--- src/rtl/fetch_queue.sv ---
// fetch_queue: prefetching instruction queue between instruction memory and decode stage 1.
// Latency: a response pushed at edge k reaches the output register at edge k+1 at the earliest (2 edges memory-to-decode).
// Backpressure: block_fetch holds the head and emits NOPs; requests stop once queued + in-flight words reach DEPTH.
module fetch_queue #(
  parameter int                    DATA_WIDTH      = 32,
  parameter int                    ADDR_WIDTH      = 30,
  parameter int                    DEPTH           = 4,
  parameter int                    MAX_OUTSTANDING = 2,
  parameter logic [ADDR_WIDTH-1:0] RESET_PC        = '0,
  parameter logic [4:0]            OPCODE_NOP      = 5'b00000
) (
  input  logic                         clock,
  input  logic                         reset,
  input  logic                         block_fetch,
  input  logic                         flush,
  input  logic [ADDR_WIDTH-1:0]        flush_pc,
  output logic                         mem_read,
  output logic [ADDR_WIDTH-1:0]        mem_addr,
  input  logic                         mem_ready,
  input  logic                         mem_valid,
  input  logic [DATA_WIDTH-1:0]        mem_data,
  output logic [DATA_WIDTH-1:0]        outbound_instruction,
  output logic [ADDR_WIDTH-1:0]        outbound_pc,
  output logic                         outbound_valid,
  output logic [$clog2(DEPTH+1)-1:0]   count
);

  localparam int PW = $clog2(DEPTH);
  localparam int OW = $clog2(MAX_OUTSTANDING + 1);
  localparam int CW = $clog2(DEPTH + 1);
  localparam logic [DATA_WIDTH-1:0] NOP_WORD = {OPCODE_NOP, {(DATA_WIDTH-5){1'b0}}};

  logic [DATA_WIDTH-1:0] q_data [DEPTH];
  logic [ADDR_WIDTH-1:0] q_pc   [DEPTH];
  logic [PW-1:0]         wr_ptr;
  logic [PW-1:0]         rd_ptr;
  logic [ADDR_WIDTH-1:0] fetch_pc;
  logic [ADDR_WIDTH-1:0] resp_pc;
  logic [OW-1:0]         outstanding;
  logic [OW-1:0]         outstanding_next;
  logic [OW-1:0]         discard;
  logic                  accept;
  logic                  push;
  logic                  pop;

  assign mem_addr = fetch_pc;

  // Issue a request only while queue space covers every word already in flight
  always_comb begin
    mem_read = !flush
               && ((int'(count) + int'(outstanding)) < DEPTH)
               && (int'(outstanding) < MAX_OUTSTANDING);
  end

  // Handshake qualifiers; a flush blocks both the push of a late response and the pop
  always_comb begin
    accept = mem_read && mem_ready;
    push   = mem_valid && !flush && (discard == '0);
    pop    = !flush && !block_fetch && (count != '0);
  end

  // In-flight count after this edge's accept and response; seeds the discard count on flush
  always_comb begin
    outstanding_next = outstanding;
    if (accept && !mem_valid) begin
      outstanding_next = outstanding + OW'(1);
    end else if (!accept && mem_valid) begin
      outstanding_next = outstanding - OW'(1);
    end
  end

  // Fetch/response PCs, credit counters and queue pointers
  always_ff @(posedge clock or negedge reset) begin
    if (!reset) begin
      fetch_pc    <= RESET_PC;
      resp_pc     <= RESET_PC;
      outstanding <= '0;
      discard     <= '0;
      wr_ptr      <= '0;
      rd_ptr      <= '0;
      count       <= '0;
    end else begin
      outstanding <= outstanding_next;
      if (flush) begin
        // every word still owed by memory belongs to the abandoned path
        fetch_pc <= flush_pc;
        resp_pc  <= flush_pc;
        discard  <= outstanding_next;
        wr_ptr   <= '0;
        rd_ptr   <= '0;
        count    <= '0;
      end else begin
        if (accept) begin
          fetch_pc <= fetch_pc + ADDR_WIDTH'(1);
        end
        if (mem_valid) begin
          if (discard != '0) begin
            discard <= discard - OW'(1);
          end else begin
            resp_pc <= resp_pc + ADDR_WIDTH'(1);
          end
        end
        if (push) begin
          wr_ptr <= wr_ptr + PW'(1);
        end
        if (pop) begin
          rd_ptr <= rd_ptr + PW'(1);
        end
        if (push && !pop) begin
          count <= count + CW'(1);
        end else if (pop && !push) begin
          count <= count - CW'(1);
        end
      end
    end
  end

  // Queue storage: response word tagged with the PC it was fetched from
  always_ff @(posedge clock) begin
    if (push) begin
      q_data[wr_ptr] <= mem_data;
      q_pc[wr_ptr]   <= resp_pc;
    end
  end

  // Output register: flush beats block_fetch beats pop; NOP whenever nothing real is issued
  always_ff @(posedge clock or negedge reset) begin
    if (!reset) begin
      outbound_instruction <= NOP_WORD;
      outbound_pc          <= '0;
      outbound_valid       <= 1'b0;
    end else if (flush) begin
      outbound_instruction <= NOP_WORD;
      outbound_valid       <= 1'b0;
    end else if (block_fetch) begin
      outbound_instruction <= NOP_WORD;
      outbound_valid       <= 1'b0;
    end else if (pop) begin
      outbound_instruction <= q_data[rd_ptr];
      outbound_pc          <= q_pc[rd_ptr];
      outbound_valid       <= 1'b1;
    end else begin
      outbound_instruction <= NOP_WORD;
      outbound_valid       <= 1'b0;
    end
  end

  // The credit rule makes a push into a full queue impossible
  always @(posedge clock) begin
    if (reset) begin
      assert (!(push && (count == CW'(DEPTH))));
    end
  end

endmodule

--- config.mk ---
export PLATFORM = sky130hd
export DESIGN_NAME = fetch_queue
export DESIGN_NICKNAME = d
export VERILOG_FILES = /design/src/rtl/fetch_queue.sv
export SDC_FILE = /design/constraint.sdc
export NUM_CORES = 1
export LEC_CHECK = 0
export ABC_AREA = 1
export CAP_MARGIN = 20
export CELL_PAD_IN_SITES_DETAIL_PLACEMENT = 1
export CELL_PAD_IN_SITES_GLOBAL_PLACEMENT = 2
export CORE_ASPECT_RATIO = 1.5
export CORE_UTILIZATION = 25
export CTS_BUF_LIST = sky130_fd_sc_hd__clkbuf_2 sky130_fd_sc_hd__clkbuf_4 sky130_fd_sc_hd__clkbuf_8
export DETAILED_ROUTE_END_ITERATION = 6
export GPL_ROUTABILITY_DRIVEN = 0
export GPL_TIMING_DRIVEN = 0
export PLACE_DENSITY = 0.59
export SETUP_SLACK_MARGIN = 0.02
export SYNTH_ARGS = -nofsm -noshare
export SYNTH_HDL_FRONTEND = slang
export SYNTH_SLANG_ARGS = --single-unit
--- constraint.sdc ---
create_clock -name clock -period 3.7 [get_ports clock]
set_input_delay 0.74 -clock clock [delete_from_list [all_inputs] [get_ports clock]]
set_output_delay 0.74 -clock clock [all_outputs]
set_load 0.02 [all_outputs]
==> impl_metrics.yaml <==
timing:
  layout_setup_ws_ns: 0.682
  tightest_slew_ns: 0.792
  maxSlewViolCount: 0
  fin_crit_sh_pct: 81.6
  min_period_ns: 3.02
  max_clock_freq_mhz: 331
  max-slew-margin-rel_pct: 47.2
  fin_skew_ns: 0.0189
  rsz0062_at_grt: "false"
  setup_viol: 0
  hold_viol_final: 0
  setup-tns-final_ns: 0
clock_network:
  cts_buffers: 61
  cts.reportedPaths.clkPinSlew_ns: 0.06
  cts_setup_buffers: 0
  hold_buffers: 0
  clockBufferDepth: 3
  insertion_delay_ns: 0.68
  cts.sinks: 382
  htree_levels: 2
  cts_tree: "done"
  cts-root-buf: "clkbuf_8"
  ctsResizeCount: 0
synthesis:
  yosys_most_used_dff: "edfxtp_1"
  synth.most_common_cell: "nand2_1"
  synth_cell_types: 36
  synth_commonest_cells: "nand2_1 (401), nor2_1 (289), edfxtp_1 (248)"
  yosys-top-cells-area: "edfxtp_1 (46%), dfrtp_1 (21%), nand2_1 (9.3%)"
  synth-edff-count: 248
  syn_avg_cell_area_sq_um: 10.1
  async_flop_share_pct: 35.1
  synthesis.nets: 1693
  synth_top_area_share_pct: 45.8
  yosysWarnings: 0
  synth_top_area_cell: "edfxtp_1"
  syn_inst: 1616
  synth_area_sq_um: 16300
  synth.yosys.seq_area_share_pct: 66.4
  synth_seq_cells: 382
floorplan:
  fp.dieArea_sq_um: 66100
  core_area_sq_um: 64300
  io_pins: 165
  start_util_pct: 25.3
  dieHeight_um: 314
  die_x_um: 210
  row_count: 114
pwr:
  leakagePower_nw: 7.90
  ir_drop_v: 0.000195
  total_power_w: 0.0131
  p_per_area_nw_per_um2: 634
detailed_routing:
  finalWirelength_mm: 56.3
  wl_per_cell_um: 20.3
  ant_nets: 0
  drt_first_pass_iters: 4
  drc: 0
  dr.first_iter.drc_count: 584
  vias_per_cell: 4.47
  vias: 12400
placement:
  hpwlAfterDp_mm: 40.7
  io_buffers: 164
  dp.cells: 2663
  post-place-ws_ns: 0.269
run_status:
  status: "finished, final reports clean"
setup_path:
  cp_data_arrival_time_ns: 2.28
  max_stage_delay_ns: 0.63
  cp_slowest_cell: "clkdlybuf4s50_1"
  cp-start-kind: "register"
  r2r.worst_path.cells: 8
  end_kind: "primary output"
  cp_max_fo: 4
  worstPathRequired_ns: 2.96
  path_cells: "ha_1, nand2_1, nor2_2, nor2_4, clkdlybuf4s50_1"
  critPathKind: "reg2out"
worst_hold_path:
  hp-class: "in2async"
finish:
  area_growth_pct: 26.6
  drive_gt1_share_pct: 8.76
  fill_cells: 7334
  fin_cells: 2778
  layout.nets: 1933
global_route:
  antenna_found_initial: 1
  grt_pass1_wl_mm: 84.8
  grt-ovfl-total: 0
  grt.total_usage_pct: 17.3
  grt_pass1_vias: 13700
  grt_max_degree: 71
flow_run:
  cap_violations: 0
worst max-delay path: cells and delay by family (launching register included):
| family | cells | cell delay, ns |
|---|---|---|
| flops | 1 | 0.42 |
| simple gates | 3 | 0.27 |
| fa+ha+maj | 1 | 0.29 |
| buf+inv | 1 | 0.63 |
placed cells by master (no fill, tap or decap), drive strengths merged:
cell type      synthesis  layout
or2                    2       2
diode                  0       1
clkinvlp               0       2
clkinv                 2      25
bufinv                 0       1
xnor2                  6       6
o31ai                  1       1
nor3                   3       3
ha                     8       8
edfxtp               248     248
nand3                 88      88
nor2                 301     301
clkbuf                40     126
o311ai                 1       1
inv                   89      91
o211ai                14      14
and2                   1       1
xor2                  10      10
nand2                408     408
a21o                   1       1
a31oi                  2       2
fa                     1       1
dfrtp                134     134
o22ai                 30      30
buf                   25      39
nand4                  9       9
o21ai                154     154
a21oi                 37      37
clkdlybuf4s50          0     163
a22oi                  1       1
power breakdown:
group / switching, W / internal (W)
clock network: 0.00176 / 0.00193
logic: 0.00240 / 0.00131
registers: 0.000506 / 0.00514
total: 0.00467 / 0.00838
metal layers:
layer / share of wire [%] / track usage [%]
met5: 0 / 0
met4: 2.1 / 4.83
met3: 3.4 / 2.82
met2: 55 / 33.3
met1: 40 / 19.2
through the flow:
| stage | hold slack, ns | util [%] | area (sq um) |
|---|---|---|---|
| CTS | 0.0144 | 32.0 | 20600 |
| global placement | 0.462 | 29.5 | 19000 |
| detailed placement | 0.467 | 30.1 | 19400 |
| global route | 0.0300 | 32.0 | 20600 |
| floorplan | 0.444 | - | 16300 |
| finish | 0.0412 | 32.0 | 20600 |
logic make-up after synthesis:
group	after synthesis	share of synthesized area, %
buffers and inverters	156	3.83
AND/OR/NAND/NOR	812	20.2
AO/OA/AOI/OAI	241	7.95
adder cells (fa/ha/maj)	9	0.738
flip-flops	382	66.4
XOR/XNOR	16	0.861
final cells by class:
class | instances | area (sq um) | share of cell area (%)
Sequential cell | 382 | 10800 | 52.5
Inverter | 91 | 342 | 1.66
Antenna cell | 1 | 2.50 | 0.0122
Timing Repair Buffer | 177 | 1970 | 9.59
Multi-Input combinational cell | 1078 | 4870 | 23.7
Tap cell | 870 | 1090 | 5.29
Clock inverter | 28 | 160 | 0.778
Buffer | 65 | 282 | 1.37
Clock buffer | 86 | 1060 | 5.17
path summary, 6_finish.rpt:
kind | slack [ns] | startpoint | end
max in group asynchronous | 2.80 | reset | mem_addr[24]
min in group clock | 0.48 | outbound_pc[29] | outbound_pc[29]
worst min-delay path | 0.04 | reset | outbound_instruction[25]
worst max register to register | 1.17 | discard[0] | q_data[2][9]
worst min register to register | 0.48 | outbound_pc[29] | outbound_pc[29]
worst max-delay path | 0.68 | outstanding[1] | mem_read
flip-flops by register name, indices dropped and copies added, names as in the netlist:
name and cells:
q_data 128, q_pc 120, outbound_instruction 32, mem_addr 30, outbound_pc 30, resp_pc 30, count 3, discard 2
outstanding 2, rd_ptr 2, wr_ptr 2, outbound_valid 1
Note: power is estimated with default switching activity, not from simulation.
